`config.mk`:
```
export PLATFORM = sky130hd
export DESIGN_NAME = alu_share_arbiter
export DESIGN_NICKNAME = d
export VERILOG_FILES = /design/src/rtl/alu_share_arbiter_pkg.sv /design/src/rtl/alu_res_buf.sv /design/src/rtl/alu_share_arbiter.sv
export SDC_FILE = /design/constraint.sdc
export NUM_CORES = 1
export LEC_CHECK = 0
export BUFFER_PORTS_ARGS = -buffer_cell sky130_fd_sc_hd__buf_2
export CAP_MARGIN = 20
export CORE_AREA = 2 2 288 290
export CTS_BUF_LIST = sky130_fd_sc_hd__clkbuf_2 sky130_fd_sc_hd__clkbuf_4 sky130_fd_sc_hd__clkbuf_8
export DETAILED_ROUTE_END_ITERATION = 8
export DIE_AREA = 0 0 290 292
export GPL_ROUTABILITY_DRIVEN = 0
export SLEW_MARGIN = 20
export SYNTH_ARGS = -nofsm -noshare
export SYNTH_HDL_FRONTEND = slang
export SYNTH_SLANG_ARGS = --single-unit
```
`constraint.sdc`:
```
create_clock -name clk_i -period 4.5 [get_ports clk_i]
set_input_delay 0.9 -clock clk_i [delete_from_list [all_inputs] [get_ports clk_i]]
set_output_delay 0.9 -clock clk_i [all_outputs]
set_load 0.005 [all_outputs]
```
`src/rtl/alu_share_arbiter_pkg.sv`:
```
// Shared types for the ALU sharing arbiter: ALU request bundle, buffered result entry, and buffer sizing.
package alu_share_arbiter_pkg;

  localparam int unsigned XLEN              = 64;
  localparam int unsigned TRANS_ID_BITS     = 3;
  // Requester index width carried in buffered entries (default configuration: 2 requesters)
  localparam int unsigned ARB_REQ_IDX_W     = 1;
  localparam int unsigned ALU_ARB_BUF_DEPTH = 2;

  typedef logic [XLEN-1:0] xlen_t;

  typedef enum logic [3:0] {
    ADD  = 4'd0,
    SUB  = 4'd1,
    ANDL = 4'd2,
    ORL  = 4'd3,
    XORL = 4'd4,
    EQ   = 4'd5,
    NE   = 4'd6,
    LTS  = 4'd7
  } fu_op;

  typedef struct packed {
    fu_op                     operation;
    xlen_t                    operand_a;
    xlen_t                    operand_b;
    xlen_t                    imm;
    logic [TRANS_ID_BITS-1:0] trans_id;
  } fu_data_t;

  typedef struct packed {
    xlen_t                    result;
    logic                     branch;
    logic [TRANS_ID_BITS-1:0] trans_id;
    logic [ARB_REQ_IDX_W-1:0] req_idx;
  } alu_arb_entry_t;

endpackage

```
`src/rtl/alu_res_buf.sv`:
```
// Two-entry result FIFO with synchronous flush; push is refused when full even if a pop occurs.
module alu_res_buf
  import alu_share_arbiter_pkg::*;
(
  input  logic           clk_i,
  input  logic           rst_i,
  input  logic           flush_i,
  input  logic           push_i,
  input  alu_arb_entry_t data_i,
  input  logic           pop_i,
  output alu_arb_entry_t data_o,
  output logic           full_o,
  output logic           empty_o
);

  logic [1:0]     r_count;
  logic           r_wptr;
  logic           r_rptr;
  alu_arb_entry_t r_mem [ALU_ARB_BUF_DEPTH];

  logic w_push;
  logic w_pop;

  assign full_o  = (r_count == 2'(ALU_ARB_BUF_DEPTH));
  assign empty_o = (r_count == '0);
  assign w_push  = push_i & ~full_o;
  assign w_pop   = pop_i & ~empty_o;
  assign data_o  = r_mem[r_rptr];

  always_ff @(posedge clk_i) begin
    if (rst_i) begin
      r_count <= '0;
      r_wptr  <= 1'b0;
      r_rptr  <= 1'b0;
      for (int unsigned i = 0; i < ALU_ARB_BUF_DEPTH; i++) r_mem[i] <= '0;
    end else if (flush_i) begin
      // Entries are left in place; only occupancy and pointers are cleared
      r_count <= '0;
      r_wptr  <= 1'b0;
      r_rptr  <= 1'b0;
    end else begin
      if (w_push) begin
        r_mem[r_wptr] <= data_i;
        r_wptr        <= ~r_wptr;
      end
      if (w_pop) r_rptr <= ~r_rptr;
      if (w_push && !w_pop)      r_count <= r_count + 2'd1;
      else if (!w_push && w_pop) r_count <= r_count - 2'd1;
    end
  end

endmodule

```
`src/rtl/alu_share_arbiter.sv`:
```
// Round-robin sharing of one combinational ALU among NR_REQ requesters, results buffered in issue order.
module alu_share_arbiter
  import alu_share_arbiter_pkg::*;
#(
  parameter int unsigned NR_REQ    = 2,
  parameter int unsigned REQ_IDX_W = (NR_REQ > 2) ? $clog2(NR_REQ) : 1
)(
  input  logic                     clk_i,
  input  logic                     rst_i,
  input  logic                     flush_i,
  input  logic [NR_REQ-1:0]        req_valid_i,
  output logic [NR_REQ-1:0]        req_ready_o,
  input  fu_data_t [NR_REQ-1:0]    req_data_i,
  output fu_data_t                 alu_data_o,
  input  xlen_t                    alu_result_i,
  input  logic                     alu_branch_res_i,
  output logic                     res_valid_o,
  input  logic                     res_ready_i,
  output xlen_t                    res_result_o,
  output logic                     res_branch_o,
  output logic [TRANS_ID_BITS-1:0] res_trans_id_o,
  output logic [REQ_IDX_W-1:0]     res_req_idx_o
);

  logic [REQ_IDX_W-1:0]  r_rr_ptr;
  logic [2*NR_REQ-1:0]   w_rot;
  logic                  w_any;
  logic [REQ_IDX_W-1:0]  w_g;
  int unsigned           w_sum;
  logic                  w_full;
  logic                  w_empty;
  logic                  w_accept;
  logic [REQ_IDX_W-1:0]  w_next_rr;
  alu_arb_entry_t        w_push_entry;
  alu_arb_entry_t        w_head;

  // Rotate the valid vector so bit 0 is the requester at rr_ptr
  assign w_rot = {req_valid_i, req_valid_i} >> r_rr_ptr;

  always_comb begin
    w_any = 1'b0;
    w_g   = r_rr_ptr;
    w_sum = 0;
    for (int unsigned i = 0; i < NR_REQ; i++) begin
      if (!w_any && w_rot[i]) begin
        w_any = 1'b1;
        w_sum = 32'(r_rr_ptr) + i;
        if (w_sum >= NR_REQ) w_sum = w_sum - NR_REQ;
        w_g = REQ_IDX_W'(w_sum);
      end
    end
  end

  assign alu_data_o = req_data_i[w_g];
  assign w_accept   = w_any & ~w_full & ~flush_i & ~rst_i;

  always_comb begin
    req_ready_o = '0;
    if (w_accept) req_ready_o[w_g] = 1'b1;
  end

  assign w_next_rr = (w_g == REQ_IDX_W'(NR_REQ - 1)) ? '0 : w_g + REQ_IDX_W'(1);

  always_ff @(posedge clk_i) begin
    if (rst_i)         r_rr_ptr <= '0;
    else if (w_accept) r_rr_ptr <= w_next_rr;
  end

  always_comb begin
    w_push_entry          = '0;
    w_push_entry.result   = alu_result_i;
    w_push_entry.branch   = alu_branch_res_i;
    w_push_entry.trans_id = req_data_i[w_g].trans_id;
    w_push_entry.req_idx  = ARB_REQ_IDX_W'(w_g);
  end

  alu_res_buf u_res_buf (
    .clk_i   (clk_i),
    .rst_i   (rst_i),
    .flush_i (flush_i),
    .push_i  (w_accept),
    .data_i  (w_push_entry),
    .pop_i   (res_ready_i),
    .data_o  (w_head),
    .full_o  (w_full),
    .empty_o (w_empty)
  );

  assign res_valid_o    = ~w_empty;
  assign res_result_o   = w_head.result;
  assign res_branch_o   = w_head.branch;
  assign res_trans_id_o = w_head.trans_id;
  assign res_req_idx_o  = REQ_IDX_W'(w_head.req_idx);

endmodule

```
* Word level (Yosys, flattened, before mapping) *
Memories as Yosys holds them, arrays and structs flattened. A register that Yosys moved wholly into a read port is not among the register bits.
Cells that the tools add are included.

cells by class
  add/subtract/negate cells = 6
  order comparisons = 4
  equal/unequal tests = 1
  shift-type cells = 1
  multiplexer cells = 25
  bitwise gates (word level) = 11
  reductions and logical operators = 11

operators with widths
  operator               number
  $mux W199              2
  $mux W69               1
  $reduce_or A69 Y1      1
  $mux W1                18
  $mux W2                3
  $not A1 Y1             6
  $and A1 B1 Y1          5
  $logic_and A1 B1 Y1    4
  $shr A4 B1 Y2          1
  $logic_not A1 Y1       3
  $add A1 B1 Y2 const B  1
  $add A2 B1 Y2 const B  1
  $eq A2 B2 Y1 const B   1
  $ge A1 B2 Y1 const B   1
  $ge A2 B2 Y1 const B   1
  $logic_not A2 Y1       1
  $lt A1 B2 Y1 const B   1
  $reduce_bool A2 Y1     1
  $reduce_or A2 Y1       1
  $sub A1 B1 Y1 const B  2
  $sub A2 B1 Y2 const B  1
  $add A1 B1 Y1 const B  1
  $demux W1 S1           1
  $ge A1 B1 Y1 const B   1

storage, ports and cells
  flip-flop bits (word level) = 5
  bits in writable memories = 138
  input bits = 469
  output and inout bits = 271
  memories = 1

memories
  memory           words  width  read ports  clocked after memory_dff  write ports  RTL line           RTL
  u_res_buf.r_mem  2      69     1           1                         2            alu_res_buf.sv:19  alu_arb_entry_t r_mem [ALU_ARB_BUF_DEPTH];

* Logic depth before layout (Yosys ltp) *
Gate-level depths: netlist of run 1.

  depth after elaboration = 15
  mapped depth = 7
  gate-level depth less buffers = 6

* Cells and area by module *
A second synthesis of run 1 with hierarchy kept.

second synthesis, totals
  cells, all modules = 630
  area, all modules = 9694.3 µm²

by module, submodules not included
  module             instances  cells each  area an instance (µm²)  seq. area each (µm²)
  alu_res_buf        1          397         6175.9                  4244.1
  alu_share_arbiter  1          233         3518.4                  20.0

* Worst setup path after synthesis of run 1 *
Ideal clock, no wire load.

  kind = input to register
  start = input port flush_i
  end = memory u_res_buf.r_mem[0][0] (netlist bit) (enable)
  library setup time = 0.439 ns
  arrival time = 2.863 ns
  data required time = 4.061 ns
  path slack = 1.199 ns
  stages = 3
  path buffers = 0
  path through = nor2_1 > nand4_1 > nand2b_1

RTL lines
  item             RTL line                 RTL
  start, declared  alu_share_arbiter.sv:10  input logic flush_i,
  end, declared    alu_res_buf.sv:19

==> impl_metrics.ini, run 1 <==
[route]
drc_errors = 0
viasPerCell = 3.697
wirelength_um = 77960
dr.pass1.iters = 4
dr.first_iter.drc_count = 518
wl_per_cell_um = 31.21
final_antenna_net_count = 0
vias = 9234

[power]
p_leak_uw = 0.006763
power_density_nw_per_um2 = 260.6
peakVddDrop_mv = 0.1261

[run_status]
status = finished, final reports clean

[worst_setup_path]
worstPathRequired_ns = 3.60
crit_fanout = 70
r2r-end = u_res_buf.r_mem[1][30]$_SDFFCE_PN0P_
ff2ff_path_depth = 4
end_kind = primary output
reg2reg_from = u_res_buf.r_count[0]$_SDFFE_PP0P_
critPathKind = in -> out
reg2reg_setup_slack_ns = 2.28
cp.arrival_ns = 2.95
startpoint_type = input port

[timing]
fmax_mhz = 259.9
finalHoldViolCount = 0
slew_viol_final = 0
period_share_pct = 85.51
rsz0062_at_grt = false
min_period_ns = 3.848
tightest_slew_ns = 0.7301
finalSetupTns_ns = 0
max-slew-margin-rel_pct = 51.33
setup_viol = 0
fin_skew_ns = 0.01701

[synthesis]
avgSynthCellArea_um2 = 14.13
synth.yosys.seq_area_share_pct = 46.64
synth_cells = 647
synth_xor_area_share_pct = 0.2874
synthSimpleGateAreaFrac_pct = 11.26
synth_top_area_cell = edfxtp_1
synth_edf_count = 138
synth_nets = 1117
synth.ff_latch_count = 144
post_synth_mux_area_share_pct = 37.03
synth_commonest_cells = mux2_2, edfxtp_1, and2_1
synth_area_um2 = 9143
ys_async_sr_fraction_pct = 0
synth_top_family_by_area = multiplexers
ys_warn_count = 0
synth_compound_gate_area_share_pct = 1.054
synth_area_leaders = edfxtp_1, mux2_2, mux2_4
yosysMostFrequentCell = mux2_2
synth_ff_type = edfxtp_1
yosysUniqueCellTypes = 30
yosys.area_share.adder_pct = 0.1369
yosys.area.top_type_share_pct = 45.33

[floorplanning]
coreArea_um2 = 81580
die_w_um = 290
start_util_pct = 11.21
ios = 740
dieArea_um2 = 84680
die_h_um = 292
rows = 105

[cts]
cts_tree = yes
clock_latency_ns = 0.47
post_cts_buffers = 0
cts_root_buf = clkbuf_8
clock_sinks = 144
htreeDepth = 4
path_clk_slew_ns = 0.09
cts_resized = 0
clockBufferDepth = 2
numCtsBuffers = 17
hold_buffers = 0

[cells_and_area]
drive_gt1_share_pct = 76.44
final_area_um2 = 14600
instances_no_fill = 2498
post-route-util_pct = 17.89
area.growth.synth_to_final_pct = 59.66
layout.nets = 1849

[placement]
hpwl_um = 69350
dp_cells = 2430
place_area_um2 = 14160
port_buffers = 739

[global_route]
gr-total-overflow = 0
grt_pass1_vias = 8931
grt_first_pass_wirelength_um = 95820
grt_antenna_before_repair = 121
grt_max_degree = 71
track_usage_pct = 17.69

[min_path]
hold_depth = 2
holdCritPathClass = reg -> reg
hp-start = u_res_buf.r_rptr$_SDFFE_PP0P_

[run]
maxCapViolations = 0
worst max-delay path by stage:
stage	startpoint	endpoint	slack, ns	cells past startpoint
6_report	req_valid_i[1]	alu_data_o[20]	0.65	6
2_1_floorplan	flush_i	u_res_buf.r_mem[0][0]$_SDFFCE_PN0P_	1.20	3
4_1_cts	req_valid_i[1]	alu_data_o[83]	0.63	6
3_5_place_dp	req_valid_i[1]	alu_data_o[83]	0.63	6
5_1_grt	req_valid_i[1]	alu_data_o[83]	0.56	6
3_3_place_gp	req_valid_i[1]	alu_data_o[83]	0.66	6
sequential cells by signal (all words and copies together) (netlist names), named ones only:
signal and cells:
u_res_buf.r_count 2, u_res_buf.r_mem 138, u_res_buf.r_wptr 1, r_rr_ptr 1, u_res_buf.r_rptr 1
metrics by stage:
| stage | power, uW | setup WS (ns) | hold slack (ns) |
|---|---|---|---|
| 2_1_floorplan | 2135 | 1.199 | 0.4725 |
| 3_3_place_gp | 2869 | 0.6635 | 0.4861 |
| 3_5_place_dp | 2870 | 0.6276 | 0.4961 |
| 4_1_cts | 3867 | 0.6281 | 0.5181 |
| 5_1_grt | 3979 | 0.5636 | 0.5428 |
| 6_report | 3804 | 0.6522 | 0.5124 |
report_power, final:
group	switching [uW]	internal, uW
combinational	636	625
clock	570	395
sequential	23.2	1550
metal layers:
layer	GRT usage, %	routed length (um)
met1	20.42	30110
met2	29.16	36180
met3	5.739	7065
met4	9.350	4540
met5	0	57
final cells by class:
cell class | instances | area, um2
clock buffer | 18 | 241.5
multi-input combinational | 451 | 4591
antenna | 36 | 90.09
inverter | 5 | 18.77
fill | 9078 | 66990
timing repair buffer | 760 | 3944
sequential | 144 | 4268
clock inverter | 14 | 105.1
tap | 1070 | 1339
worst max-delay path, stage by stage:
cell and delay [ns]:
buf_2 0.14, nand2b_1 0.37, a21o_4 0.40, buf_12 0.38
mux2_2 0.50, buf_2 0.17
placed cells by master (no fill, tap or decap), types with 2 or more instances in the layout:
cell	netlist	final
clkinv_2	0	3
nor2b_1	5	5
nand2b_1	4	2
and2_1	133	133
inv_6	0	5
buf_4	0	14
nor2_1	9	9
dfxtp_1	6	5
nor4_4	0	2
nand4_1	2	2
xor2_1	3	3
clkbuf_8	0	17
clkinvlp_4	0	3
o21ai_0	3	3
inv_1	5	5
a22o_1	3	3
edfxtp_1	138	138
buf_12	0	7
buf_2	22	739
diode_2	0	36
mux2_2	158	158
a211oi_1	3	3
nor3_1	7	7
or2_2	2	2
mux2_4	107	107
a21oi_1	2	2
nand2b_4	0	2
cell families (layout without fill, tap and decap cells):
kind of cell,Yosys count,in the layout
other cells,0,36
compound gates,14,14
mux,265,265
buf+inv,52,797
simple gates,168,168
xor+xnor,3,3
flops,144,144
fa+ha+maj,1,1
(Power assumes the default switching activity.)
==> inputs of run 2 (changes only) <==
==> constraint.sdc (replaced) <==
create_clock -name clk_i -period 5 [get_ports clk_i]
set_input_delay 1 -clock clk_i [delete_from_list [all_inputs] [get_ports clk_i]]
set_output_delay 1 -clock clk_i [all_outputs]
set_load 0.005 [all_outputs]
==> run 2 against run 1 <==
Final area hardly changed. Critical path depth increased by 1. Highest routed layer unchanged. Sequential cell count is the same. Via count fell by 0.65%. Sequential power is 10% lower. Largest cell class unchanged.
==> impl_metrics.ini, run 2 (synthesis gave the netlist of run 1 again) <==
[cells_and_area]
top_register = u_res_buf.r_mem
n_fill_cell = 9068
final_common_cell = buf_2
post-route-util_pct = 17.89
layout.nets = 1846
largestRegisters = u_res_buf.r_mem (138), u_res_buf.r_count (2)
largest_register_ff_count = 138
final_area_um2 = 14590
area.growth.synth_to_final_pct = 59.63
drive_gt1_share_pct = 76.31
mostFrequentLayoutCells = buf_2, mux2_2, edfxtp_1

[worst_setup_path]
ff2ff_path_depth = 4
end_kind = primary output
crit_chain = buf_2 -> nand2b_1 -> a21o_4 -> buf_12 -> buf_12 -> mux2_2 -> buf_2
startpoint_type = input port
critPathLaunch = req_valid_i[1]
worstPathRequired_ns = 4.00
critPathKind = in -> out
crit_fanout = 48
reg2reg_setup_slack_ns = 2.64
slowest_delay_ns = 0.39
crit_slowest_cell = mux2_2
r2r-end = u_res_buf.r_mem[0][0]$_SDFFCE_PN0P_
reg2reg_from = u_res_buf.r_count[0]$_SDFFE_PP0P_
endpoint = alu_data_o[39]
cp.arrival_ns = 2.94

[route]
final_antenna_net_count = 0
dr.first_iter.drc_count = 552
dr.pass1.iters = 4
viasPerCell = 3.667
wirelength_um = 80640
wl_per_cell_um = 32.23
drc_errors = 0
vias = 9174

[timing]
max-slew-margin-rel_pct = 36.87
setup_viol = 0
fin_skew_ns = 0.01799
period_share_pct = 78.78
tightest_slew_ns = 0.9469
hold_slack_ns = 0.5100
rsz0062_at_grt = false
finalSetupTns_ns = 0
slew_viol_final = 0
min_period_ns = 3.939
fmax_mhz = 253.9
finalHoldViolCount = 0

[cts]
cts_root_buf = clkbuf_8
htreeDepth = 4
cts_resized = 0
clock_sinks = 144
numCtsBuffers = 17
hold_buffers = 0
clockBufferDepth = 2
clock_latency_ns = 0.48
cts_tree = yes
post_cts_buffers = 0
path_clk_slew_ns = 0.10

[floorplanning]
die_w_um = 290
dieArea_um2 = 84680
rows = 105
die_h_um = 292
coreArea_um2 = 81580
ios = 740
start_util_pct = 11.21

[global_route]
gr-total-overflow = 0
grt_first_pass_wirelength_um = 99590
grt_max_degree = 65
track_usage_pct = 18.44
grt_antenna_before_repair = 126
grt_pass1_vias = 8993

[run]
maxCapViolations = 0

[power]
p_total_uw = 3464
peakVddDrop_mv = 0.1338
p_leak_uw = 0.006743
power_density_nw_per_um2 = 237.4

[min_path]
holdCritPathClass = reg -> reg

[run_status]
status = finished, final reports clean

[placement]
port_buffers = 739
hpwl_um = 72190
place_area_um2 = 14110
run 2: cell count changes in the layout (fill, tap and decap cells not counted), sizes merged:
cell and delta:
diode +7, bufinv +1, inv -1, buf -3
run 2: final cells by class:
type                    instances  area (um2)  share of cell area (%)
multi-input cells             451        4591                   31.46
inverters                       5       18.77                  0.1286
repair buffers                757        3896                   26.70
clock inverters                14       132.6                  0.9088
flip-flops and latches        144        4268                   29.24
well taps                    1070        1339                   9.173
clock buffers                  18       241.5                   1.655
diodes                         43       107.6                  0.7373
run 2: per-stage QoR:
step | worst slack [ns] | std cells
after floorplan | 1.599 | 647
after global placement | 1.135 | 2427
after detailed placement | 1.060 | 2427
after CTS | 1.058 | 2459
after global routing | 0.9663 | 2486
final | 1.061 | 2502
run 2: critical path: cells and delay by family:
kind | cells | cell delay (ns)
simple gates | 1 | 0.37
mux | 1 | 0.39
compound gates | 1 | 0.31
buf+inv | 4 | 0.80
run 2: where the power goes:
| part | total, uW | internal (uW) | switching [uW] | leakage, uW |
|---|---|---|---|---|
| logic | 1120 | 555 | 561 | 0.00507 |
| clock network | 924 | 406 | 518 | 0.000181 |
| registers | 1420 | 1400 | 24.1 | 0.00149 |
run 2: worst min-delay path by stage:
stage                                             start                            end  cells after the start
after floorplan           u_res_buf.r_rptr$_SDFFE_PP0P_                      flip-flop                      2
after global placement    u_res_buf.r_rptr$_SDFFE_PP0P_                      flip-flop                      2
after detailed placement  u_res_buf.r_rptr$_SDFFE_PP0P_                      flip-flop                      2
after CTS                 u_res_buf.r_rptr$_SDFFE_PP0P_                      flip-flop                      2
after global routing      u_res_buf.r_wptr$_SDFFE_PP0P_  u_res_buf.r_wptr$_SDFFE_PP0P_                      2
final                     u_res_buf.r_rptr$_SDFFE_PP0P_                      flip-flop                      2
run 2: per-layer routing:
| layer | vias to the layer above | share of wire [%] | wire length, um | track usage (%) |
|---|---|---|---|---|
| met2 | 664 | 46 | 36720 | 29.85 |
| met3 | 203 | 8.7 | 6978 | 6.120 |
| met5 | - | 0.11 | 89 | 0 |
| li1 | 3877 | - | - | - |
| met4 | 14 | 5.6 | 4552 | 8.803 |
| met1 | 4416 | 40 | 32300 | 21.97 |
